`config.mk`:
```
export PLATFORM = sky130hd
export DESIGN_NAME = iq_integrate_dump
export DESIGN_NICKNAME = d
export VERILOG_FILES = /design/src/rtl/iq_integrate_dump.sv
export SDC_FILE = /design/constraint.sdc
export NUM_CORES = 1
export LEC_CHECK = 0
export CORE_UTILIZATION = 59
export DETAILED_ROUTE_END_ITERATION = 8
export GPL_ROUTABILITY_DRIVEN = 0
export PLACE_DENSITY_LB_ADDON = 0.3
export SLEW_MARGIN = 0
export SYNTH_ARGS = -nofsm -noshare
export SYNTH_HDL_FRONTEND = slang
export SYNTH_SLANG_ARGS = --single-unit
export TNS_END_PERCENT = 20
```
`constraint.sdc`:
```
create_clock -name aclk -period 8 [get_ports aclk]
set_input_delay 1.2 -clock aclk [delete_from_list [all_inputs] [get_ports aclk]]
set_output_delay 1.2 -clock aclk [all_outputs]
set_load 0.005 [all_outputs]
```
`src/rtl/iq_integrate_dump.sv`:
```
// Integrate-and-dump correlator for one I/Q pair: code wipe-off, saturating accumulation
// over a programmable number of samples, and a valid/ready result port with sticky status flags.
module iq_integrate_dump #(
  parameter int IN_W  = 16,
  parameter int ACC_W = 32,
  parameter int CNT_W = 18
) (
  input  logic                    aclk,
  input  logic                    arst,
  input  logic signed [IN_W-1:0]  s_i_data,
  input  logic signed [IN_W-1:0]  s_q_data,
  input  logic                    s_valid,
  input  logic                    code_chip,
  input  logic                    enable,
  input  logic [CNT_W-1:0]        dump_len,
  output logic signed [ACC_W-1:0] m_i_acc,
  output logic signed [ACC_W-1:0] m_q_acc,
  output logic                    m_valid,
  input  logic                    m_ready,
  output logic                    overrun,
  output logic                    sat
);

  typedef enum logic {IDLE, ACCUM} state_t;

  localparam logic [IN_W-1:0]  IN_MIN  = {1'b1, {(IN_W-1){1'b0}}};
  localparam logic [IN_W-1:0]  IN_MAX  = {1'b0, {(IN_W-1){1'b1}}};
  localparam logic [ACC_W-1:0] ACC_MIN = {1'b1, {(ACC_W-1){1'b0}}};
  localparam logic [ACC_W-1:0] ACC_MAX = {1'b0, {(ACC_W-1){1'b1}}};
  localparam logic [CNT_W-1:0] LEN_ONE = {{(CNT_W-1){1'b0}}, 1'b1};

  // The most negative sample has no positive twin, so its negation clamps to the maximum.
  function automatic logic [IN_W-1:0] applyChip(input logic [IN_W-1:0] x, input logic neg);
    if (!neg)
      return x;
    else if (x == IN_MIN)
      return IN_MAX;
    else
      return -x;
  endfunction

  // Returns {clamped, value}: one guard bit detects overflow of the signed add.
  function automatic logic [ACC_W:0] satAdd(input logic [ACC_W-1:0] acc, input logic [IN_W-1:0] prod);
    logic [ACC_W:0] sum;
    sum = {acc[ACC_W-1], acc} + {{(ACC_W+1-IN_W){prod[IN_W-1]}}, prod};
    if (sum[ACC_W] != sum[ACC_W-1])
      return {1'b1, (sum[ACC_W] ? ACC_MIN : ACC_MAX)};
    else
      return {1'b0, sum[ACC_W-1:0]};
  endfunction

  state_t           state_q;
  logic [CNT_W-1:0] len_q;
  logic [CNT_W-1:0] cnt_q;
  logic [CNT_W-1:0] cnt_d;
  logic             p1Valid_q;
  logic [IN_W-1:0]  p1I_q;
  logic [IN_W-1:0]  p1Q_q;
  logic [IN_W-1:0]  p1I_d;
  logic [IN_W-1:0]  p1Q_d;
  logic [ACC_W-1:0] accI_q;
  logic [ACC_W-1:0] accQ_q;
  logic [ACC_W-1:0] accI_d;
  logic [ACC_W-1:0] accQ_d;
  logic [ACC_W-1:0] outI_q;
  logic [ACC_W-1:0] outQ_q;
  logic             mValid_q;
  logic             overrun_q;
  logic             sat_q;

  logic             clampI;
  logic             clampQ;
  logic             accept;
  logic             accumStep;
  logic             lastSample;
  logic [CNT_W-1:0] lenLatch;

  always_comb begin
    accept         = (state_q == ACCUM) && enable && s_valid;
    accumStep      = (state_q == ACCUM) && enable && p1Valid_q;
    p1I_d          = applyChip(s_i_data, code_chip);
    p1Q_d          = applyChip(s_q_data, code_chip);
    {clampI, accI_d} = satAdd(accI_q, p1I_q);
    {clampQ, accQ_d} = satAdd(accQ_q, p1Q_q);
    cnt_d          = cnt_q + 1'b1;
    lastSample     = accumStep && (cnt_d == len_q);
    lenLatch       = (dump_len == '0) ? LEN_ONE : dump_len;
  end

  // Control, pipeline and result registers. Dropping enable throws away the partial period
  // but leaves any unread result in place until it is handshaken.
  always_ff @(posedge aclk or posedge arst) begin
    if (arst) begin
      state_q   <= IDLE;
      len_q     <= '0;
      cnt_q     <= '0;
      p1Valid_q <= 1'b0;
      p1I_q     <= '0;
      p1Q_q     <= '0;
      accI_q    <= '0;
      accQ_q    <= '0;
      outI_q    <= '0;
      outQ_q    <= '0;
      mValid_q  <= 1'b0;
      overrun_q <= 1'b0;
      sat_q     <= 1'b0;
    end else begin
      if (!enable) begin
        state_q   <= IDLE;
        cnt_q     <= '0;
        p1Valid_q <= 1'b0;
        p1I_q     <= '0;
        p1Q_q     <= '0;
        accI_q    <= '0;
        accQ_q    <= '0;
      end else if (state_q == IDLE) begin
        state_q <= ACCUM;
        len_q   <= lenLatch;
      end else begin
        p1Valid_q <= accept;
        if (accept) begin
          p1I_q <= p1I_d;
          p1Q_q <= p1Q_d;
        end
        if (lastSample) begin
          outI_q <= accI_d;
          outQ_q <= accQ_d;
          accI_q <= '0;
          accQ_q <= '0;
          cnt_q  <= '0;
          len_q  <= lenLatch;
        end else if (accumStep) begin
          accI_q <= accI_d;
          accQ_q <= accQ_d;
          cnt_q  <= cnt_d;
        end
      end

      if (accumStep && (clampI || clampQ))
        sat_q <= 1'b1;

      // A new dump keeps m_valid high; an unread result being replaced marks an overrun.
      if (lastSample) begin
        mValid_q <= 1'b1;
        if (mValid_q && !m_ready)
          overrun_q <= 1'b1;
      end else if (mValid_q && m_ready) begin
        mValid_q <= 1'b0;
      end
    end
  end

  assign m_i_acc = outI_q;
  assign m_q_acc = outQ_q;
  assign m_valid = mValid_q;
  assign overrun = overrun_q;
  assign sat     = sat_q;

endmodule
```
Word level (Yosys, flattened, before mapping):

Index checks and enable logic that the tools add are counted.

* output and inout port bits: 67
* latch bits: 0
* word-level logic and storage cells: 77
* flip-flop bits (word level): 201
* memories: 0
* bits in writable memories: 0
* memory bits (read-only): 0
* input bits: 56

* add/sub/neg operators: 5
* shift-type cells: 0
* divide/modulo/power cells: 0
* magnitude comparators: 0
* bitwise logic cells: 0
* reductions and logical operators: 16
* mux-type cells: 34
* eq/ne operators: 9
* $mul: 0

Operators with widths (number)
* 32-bit two-way mux: 10
* 16-bit two-way mux: 10
* 18-bit two-way mux: 7
* 32-bit by 16-bit adder with 33-bit output: 2
* 33-bit two-way mux: 2
* 16-bit == test (second input constant): 2
* 16-bit negation: 2
* 18-bit by 1-bit adder with 18-bit output (second input constant): 1
* 18-bit == test: 1
* 18-bit logical NOT: 1
* 2-bit AND reduction: 4
* 1-bit logical AND: 7
* 2-bit by 1-bit != test with 1-bit output (second input constant): 3
* 1-bit two-way mux: 5
* 3-bit by 1-bit != test with 1-bit output (second input constant): 1
* 3-bit AND reduction: 1
* 1-bit != test: 2
* 2-bit nonzero test: 1
* 1-bit logical NOT: 1
* 1-bit logical OR: 1

Logic depth before layout (Yosys ltp):

Gate-level depths: netlist of the first run.

* depth in word-level cells: 7
* mapped depth: 18
* depth with buffers taken out: 15

Worst setup path before layout of the first run:

Ideal clock, no wire load.

* kind: register to register
* from: reg p1Q_q[15]
* to: reg outQ_q[10], in the netlist m_q_acc[10]
* data arrival time: 3908 ps
* slack: 3968 ps
* required time: 7875 ps
* stages on the path, launching flop included: 18
* clock period less this slack: 4032 ps
* cells stage by stage: dfrtp_1 ha_1 and3_1 nand2_1 o221ai_1 a221o_1 a21o_1 a221oi_1 o21bai_1 a21o_1 a21oi_1 xnor2_1 ha_1 nand2b_1 buf_2 buf_4 o21ai_0 mux2_2

* word-level cells in the longest chain between the ends: 3
* elaborated cells on any way between the ends: 4
* those cells by class: 1 x add/sub; 1 x eq/ne; 2 x mux

Ends and longest elaborated chain
* start, declared: RTL line 58 `logic [IN_W-1:0] p1Q_q;`
* start signal, assigned: RTL line 123 `p1Q_q <= p1Q_d;`
* 32-bit by 16-bit adder with 33-bit output (*): RTL line 45 `sum = {acc[ACC_W-1], acc} + {{(ACC_W+1-IN_W){prod[IN_W-1]}}, prod};`
* 32-bit two-way mux / 1-bit != test (equally long branches): RTL line 47, 46
* 33-bit two-way mux (*): RTL line 46 `if (sum[ACC_W] != sum[ACC_W-1])`
* end signal, assigned: RTL line 127 `outQ_q <= accQ_d;`
* end, declared: RTL line 66 `logic [ACC_W-1:0] outQ_q;`

Mark *: on every way between the ends. The rest lies on a longest branch, timed or not.
A chain may end at the register's enable or synchronous reset.

Worst setup path in the final report of the first run:

* from: reg p1Q_q[15]
* to: reg outQ_q[8], in the netlist m_q_acc[8]

Same word-level chain as after synthesis.

==> impl_metrics.env, run 1 <==
export IMPL_rows=53
export IMPL_grt_first_pass_wirelength_um=54700
export IMPL_worst_slew_pin_tran_ns=1.19
export IMPL_synth_ff_latch_count=201
export IMPL_dieArea_sq_um=22600
export IMPL_cp_end_kind="flip-flop"
export IMPL_drive_gt1_frac=0.0743
export IMPL_cp_max_fo=34
export IMPL_first_iter_violations=737
export IMPL_clkSlewWorstSetupHoldPaths_ns=0.06
export IMPL_p_total_mw=2.52
export IMPL_gr_usage_all_layers=0.300
export IMPL_clock_net_sink_count=201
export IMPL_hold_start="overrun"
export IMPL_num_io_pins=123
export IMPL_timing_critical_path_arrival_ns=6.30
export IMPL_finalHoldViolations=0
export IMPL_pre_cts_slack_ns=2.31
export IMPL_startpoint_type="flip-flop"
export IMPL_synth_cell_type_count=77
export IMPL_post_synth_instance_area_sq_um=13000
export IMPL_tritoncts="yes"
export IMPL_area_growth_pct=15.9
export IMPL_reg2reg_to="m_q_acc[8]"
export IMPL_timing_hold_worst_class="reg2reg"
export IMPL_hold_slack_ns=0.477
export IMPL_syn_instance_count=1441
export IMPL_synth_yosys_seq_area_share=0.387
export IMPL_clock_latency_ns=0.52
export IMPL_p_leak_nw=6.98
export IMPL_min_period_over_period=0.732
export IMPL_clockRootBuffer="sky130_fd_sc_hd__clkbuf_16"
export IMPL_clockBufferDepth=3
export IMPL_slowest_delay_ns=1.00
export IMPL_grt_antenna_before_repair=0
export IMPL_critical_path_n_buffers_inverters=0
export IMPL_cpMaxStageDelayCell="sky130_fd_sc_hd__ha_1"
export IMPL_slew_violations=0
export IMPL_avgSynthCellArea_sq_um=9.02
export IMPL_num_nets_final=1646
export IMPL_port_buffers=122
export IMPL_crit_chain="ha_1 > and3_1 > nand2_1 > o221ai_1 > a221o_1 > a21o_1 > a221oi_1 > o21bai_1 > a21o_1 > a21oi_1 > xnor2_1 > ha_1 > nand2b_1 > o41ai_1 > mux2_2"
export IMPL_min_to="overrun"
export IMPL_post_cts_setup_buffer_count=0
export IMPL_rr_startpoint="p1Q_q[15]"
export IMPL_die_h_um=150
export IMPL_synth_warnings=0
export IMPL_via_count_of_the_first_global_routing_pass=11000
export IMPL_layout_setup_ws_ns=2.14
export IMPL_critical_path_class="reg2reg"
export IMPL_number_of_instances_on_the_worst_hold_path=1
export IMPL_drt_antenna_violating_nets=0
export IMPL_detailed_place_hpwl_um=23000
export IMPL_maxCapViolCount=0
export IMPL_starting_density=0.611
export IMPL_worst_ir_drop_vdd_v=0.000152
export IMPL_tritoncts_num_buffers=24
export IMPL_clock_skew_final_ns=0.0120
export IMPL_postLayoutCoreUtil=0.708
export IMPL_number_of_enable_type_register_cells_in_the_synthesized_netlist=0
export IMPL_critPathTopFamily="compound AO/OA/AOI/OAI gates"
export IMPL_setup_tns_final_ns=0
export IMPL_route_detailed_vias_per_inst=6.36
export IMPL_grt_max_degree=141
export IMPL_power_density_nw_per_um2=167
export IMPL_most_common_layout_cells="sky130_fd_sc_hd__dfrtp_1, sky130_fd_sc_hd__nand2_1, sky130_fd_sc_hd__o21ai_0, sky130_fd_sc_hd__clkdlybuf4s50_1, sky130_fd_sc_hd__a21oi_1"
export IMPL_timing_final_crit_period_ns=5.86
export IMPL_postSynth_asyncResetShare=1.00
export IMPL_drt_wl_total_um=33400
export IMPL_die_width_um=150
export IMPL_relSlewSlack=0.204
export IMPL_final_setup_viol_count=0
export IMPL_critPathRequiredTime_ns=8.45
export IMPL_core_sq_um=21300
export IMPL_final_common_cell="sky130_fd_sc_hd__dfrtp_1"
export IMPL_overflow_left_after_global_routing=0
export IMPL_grt_setup_unrepaired="no"
export IMPL_setup_reg_to_reg_worst_slack_ns=2.14
export IMPL_clock_fmax_ghz=0.171
export IMPL_wl_per_cell_um=18.5
export IMPL_number_of_antenna_diodes=0
export IMPL_drt_pass1_iter_count=5
export IMPL_status="finished, final reports clean"
export IMPL_via_count=11500
export IMPL_dominantRegCellSynth="sky130_fd_sc_hd__dfrtp_1"
export IMPL_worstRegToRegCells=15
export IMPL_post_cts_resized=0
export IMPL_synth_fp_nets=1568
export IMPL_htree_levels=1
export IMPL_route_detailed_drc=0
export IMPL_ctsHoldBuffers=0
[worst max-delay path by stage]
stage	startpoint	to	cells after the start
floorplan	arst	accI_q[0]	1
global placement	p1Q_q[15]	accQ_q[26]	15
detailed placement	p1Q_q[15]	m_q_acc[11]	15
CTS	p1Q_q[15]	m_q_acc[8]	15
global route	p1Q_q[15]	accQ_q[11]	15
finish	p1Q_q[15]	m_q_acc[8]	15
[flip-flops by register name, summed over array words and instances (netlist names)]
signal     count
accI_q        32
accQ_q        32
cnt_q         18
len_q         18
m_i_acc       32
m_q_acc       32
m_valid        1
overrun        1
p1I_q         16
p1Q_q         16
p1Valid_q      1
sat            1
state_q        1
[routing by layer]
metal  wire length (um)  vias to the layer above  GRT usage
li1                   -                     5377          -
met1              14500                     5594      0.410
met2              15600                      446      0.481
met3               2070                       82     0.0385
met4               1310                        0      0.126
met5                  0                        -          0
[synth_stat cells, types with 15 or more instances]
cell                         n  area share
sky130_fd_sc_hd__o21ai_0   128       0.049
sky130_fd_sc_hd__nand3_1    28       0.011
sky130_fd_sc_hd__nand2_1   160       0.046
sky130_fd_sc_hd__inv_1      31      0.0090
sky130_fd_sc_hd__nor2_1    104       0.030
sky130_fd_sc_hd__nor4_1     15      0.0072
sky130_fd_sc_hd__xor2_1     41       0.028
sky130_fd_sc_hd__clkbuf_1   42       0.012
sky130_fd_sc_hd__o31ai_1    18       0.010
sky130_fd_sc_hd__mux2_2     43       0.037
sky130_fd_sc_hd__xnor2_1    63       0.042
sky130_fd_sc_hd__dfrtp_1   201        0.39
sky130_fd_sc_hd__ha_1       69       0.066
sky130_fd_sc_hd__a21o_1     55       0.032
sky130_fd_sc_hd__nor3_1     21      0.0081
sky130_fd_sc_hd__buf_2      24      0.0092
sky130_fd_sc_hd__a22o_1     33       0.022
sky130_fd_sc_hd__o21ai_1    24      0.0092
sky130_fd_sc_hd__nand2b_1   18      0.0087
sky130_fd_sc_hd__a21oi_1   123       0.047
[cells by family after synthesis]
family / count (synthesis) / share of synthesized area
compound gates: 493 / 0.241
simple gates: 410 / 0.149
flops: 201 / 0.387
buf+inv: 109 / 0.0377
xor+xnor: 105 / 0.0722
fa+ha+maj: 76 / 0.0734
mux: 47 / 0.0403
[area by class of cell]
cell class | count | area [sq um]
clock buffers | 36 | 727
clock inverters | 5 | 56.3
fillers | 1607 | 6230
inverters | 31 | 124
multi-input cells | 1131 | 7500
flip-flops and latches | 201 | 5030
well taps | 275 | 344
repair buffers | 130 | 1280
[stage by stage]
step	instances	area, sq um
floorplan	1441	13000
global placement	1768	14300
detailed placement	1768	14300
CTS	1809	15100
global route	1809	15100
finish	1809	15100
[power by group]
group | internal (mW) | switching (mW) | leakage, nW
logic | 0.140 | 0.213 | 3.85
clock network | 0.656 | 0.431 | 0.384
registers | 1.05 | 0.0342 | 2.74
total | 1.84 | 0.678 | 6.98
(Power assumes the default switching activity.)
==> inputs of run 2 (changes only) <==
- CORE_UTILIZATION: 59 -> 53
- clock period: 8 -> 4.9 ns (I/O delays scaled with it)
==> impl_metrics.env, run 2 (synthesis gave the netlist of run 1 again) <==
export IMPL_status="finished, final reports clean"
export IMPL_die_h_um=159
export IMPL_drt_pass1_iter_count=7
export IMPL_p_switching_mw=1.10
export IMPL_min_period_over_period=0.905
export IMPL_route_detailed_vias_per_inst=5.99
export IMPL_slew_violations=0
export IMPL_overflow_left_after_global_routing=0
export IMPL_clockRootBuffer="sky130_fd_sc_hd__clkbuf_16"
export IMPL_rr_startpoint="p1Q_q[6]"
export IMPL_highest_layer_used_for_signal_routing="met4"
export IMPL_timing_hold_worst_class="reg2reg"
export IMPL_grt_max_degree=147
export IMPL_via_count_of_the_first_global_routing_pass=10800
export IMPL_power_density_nw_per_um2=270
export IMPL_num_io_pins=123
export IMPL_relSlewSlack=0.244
export IMPL_starting_density=0.547
export IMPL_postLayoutCoreUtil=0.639
export IMPL_grt_first_pass_wirelength_um=53800
export IMPL_clock_power_share=0.427
export IMPL_p_leak_nw=7.02
export IMPL_maxCapViolCount=0
export IMPL_clock_skew_final_ns=0.0100
export IMPL_clock_fmax_ghz=0.226
export IMPL_core_sq_um=23800
export IMPL_final_common_cell="sky130_fd_sc_hd__dfrtp_1"
export IMPL_worst_ir_drop_vdd_v=0.000222
export IMPL_clock_net_sink_count=201
export IMPL_htree_levels=1
export IMPL_area_growth_pct=16.8
export IMPL_crit_path_start="p1Q_q[6]"
export IMPL_via_count=11100
export IMPL_die_width_um=159
export IMPL_hold_slack_ns=0.472
export IMPL_cp_max_fo=33
export IMPL_detailed_place_hpwl_um=23500
export IMPL_grt_setup_unrepaired="no"
export IMPL_rows=56
export IMPL_first_iter_violations=723
export IMPL_share_seq_of_total_power=0.431
export IMPL_number_of_antenna_diodes=0
export IMPL_clockBufferDepth=3
export IMPL_detailroute_wirelength_met2_um=15500
export IMPL_route_layer_met1_wl_um=14700
export IMPL_slowest_delay_ns=0.43
export IMPL_worst_slew_pin_tran_ns=1.13
export IMPL_gr_usage_all_layers=0.269
export IMPL_netSwitchingFraction=0.268
export IMPL_met3RoutedLength_um=1820
export IMPL_cpMaxStageDelayCell="sky130_fd_sc_hd__a221oi_1"
export IMPL_num_nets_final=1651
export IMPL_setup_tns_final_ns=0
export IMPL_timing_critical_path_arrival_ns=4.81
export IMPL_crit_path_end="accQ_q[25]"
export IMPL_cp_end_kind="flip-flop"
export IMPL_reg2reg_to="accQ_q[25]"
export IMPL_route_detailed_drc=0
export IMPL_finalHoldViolations=0
export IMPL_timing_final_crit_period_ns=4.43
export IMPL_tritoncts_num_buffers=23
export IMPL_comb_power_share=0.142
export IMPL_clkSlewWorstSetupHoldPaths_ns=0.07
export IMPL_wl_per_cell_um=17.9
export IMPL_startpoint_type="flip-flop"
export IMPL_clock_latency_ns=0.51
export IMPL_setup_reg_to_reg_worst_slack_ns=0.47
export IMPL_drive_gt1_frac=0.0780
export IMPL_power_internal_mw=3.00
export IMPL_drt_antenna_violating_nets=0
export IMPL_drt_wl_total_um=33300
export IMPL_dieArea_sq_um=25200
export IMPL_tritoncts="yes"
export IMPL_port_buffers=122
export IMPL_most_common_layout_cells="sky130_fd_sc_hd__dfrtp_1, sky130_fd_sc_hd__nand2_1, sky130_fd_sc_hd__o21ai_0, sky130_fd_sc_hd__clkdlybuf4s50_1, sky130_fd_sc_hd__a21oi_1"
export IMPL_critPathRequiredTime_ns=5.28
export IMPL_grt_antenna_before_repair=0
export IMPL_number_of_instances_on_the_worst_hold_path=1
export IMPL_final_setup_viol_count=0
export IMPL_crit_chain="ha_1 > a21oi_1 > o21ai_0 > a221oi_1 > nand2_1 > a21o_1 > a221oi_1 > o21bai_1 > a21o_1 > a21oi_1 > xnor2_1 > ha_1 > buf_4 > inv_1 > or3_1 > o311ai_0"
export IMPL_critical_path_class="reg2reg"
export IMPL_worstRegToRegCells=16
[run 2: power groups by stage]
stage | Sequential [mW] | Clock, mW | Combinational [mW]
after floorplan | 1.77 | 0 | 0.406
after global routing | 1.77 | 1.84 | 0.644
after CTS | 1.77 | 1.78 | 0.580
final | 1.77 | 1.75 | 0.582
after global placement | 1.79 | 0 | 0.561
after detailed placement | 1.79 | 0 | 0.575
[run 2: worst min-delay path by stage]
stage	start	endpoint
2_1_floorplan	p1I_q[0]	p1I_q[0]
3_3_place_gp	m_i_acc[12]	m_i_acc[12]
3_5_place_dp	m_i_acc[14]	m_i_acc[14]
4_1_cts	m_i_acc[7]	m_i_acc[7]
5_1_grt	m_i_acc[20]	m_i_acc[20]
6_report	m_i_acc[21]	m_i_acc[21]
[run 2: area by class of cell]
type | count | area [sq um]
timing repair buffer | 136 | 1360
tap | 319 | 399
clock buffer | 28 | 614
inverter | 31 | 120
fill | 1980 | 8570
multi-input combinational | 1131 | 7510
clock inverter | 11 | 148
sequential | 201 | 5030
[run 2: critical path: cells and delay by family (launching register included)]
family,cells,cell delay [ns]
simple gates,2,0.56
buf+inv,2,0.45
fa+ha+maj,2,0.66
flops,1,0.39
xor+xnor,1,0.11
compound gates,9,2.12
[run 2: metal layers]
metal  vias up  global-route usage
met3        78              0.0354
met1      5325               0.361
met2       329               0.439
met5         -                   0
met4         0               0.109
li1       5389                   -
[run 2: timing repair]
item,in CTS,in global routing
setup buffers,0,0
endpoints found under the setup margin,0,2
endpoints found under the hold margin,0,0
resized for setup,0,1
hold buffers,0,0
[run 2: per-stage QoR]
stage	setup WS, ns	area, sq um	instances	total power, mW
final	0.467	15200	1857	4.10
after global routing	0.101	15200	1857	4.26
after CTS	0.336	15200	1857	4.13
after detailed placement	0.364	14400	1818	2.37
after global placement	0.642	14400	1818	2.35
after floorplan	0.868	13000	1441	2.18
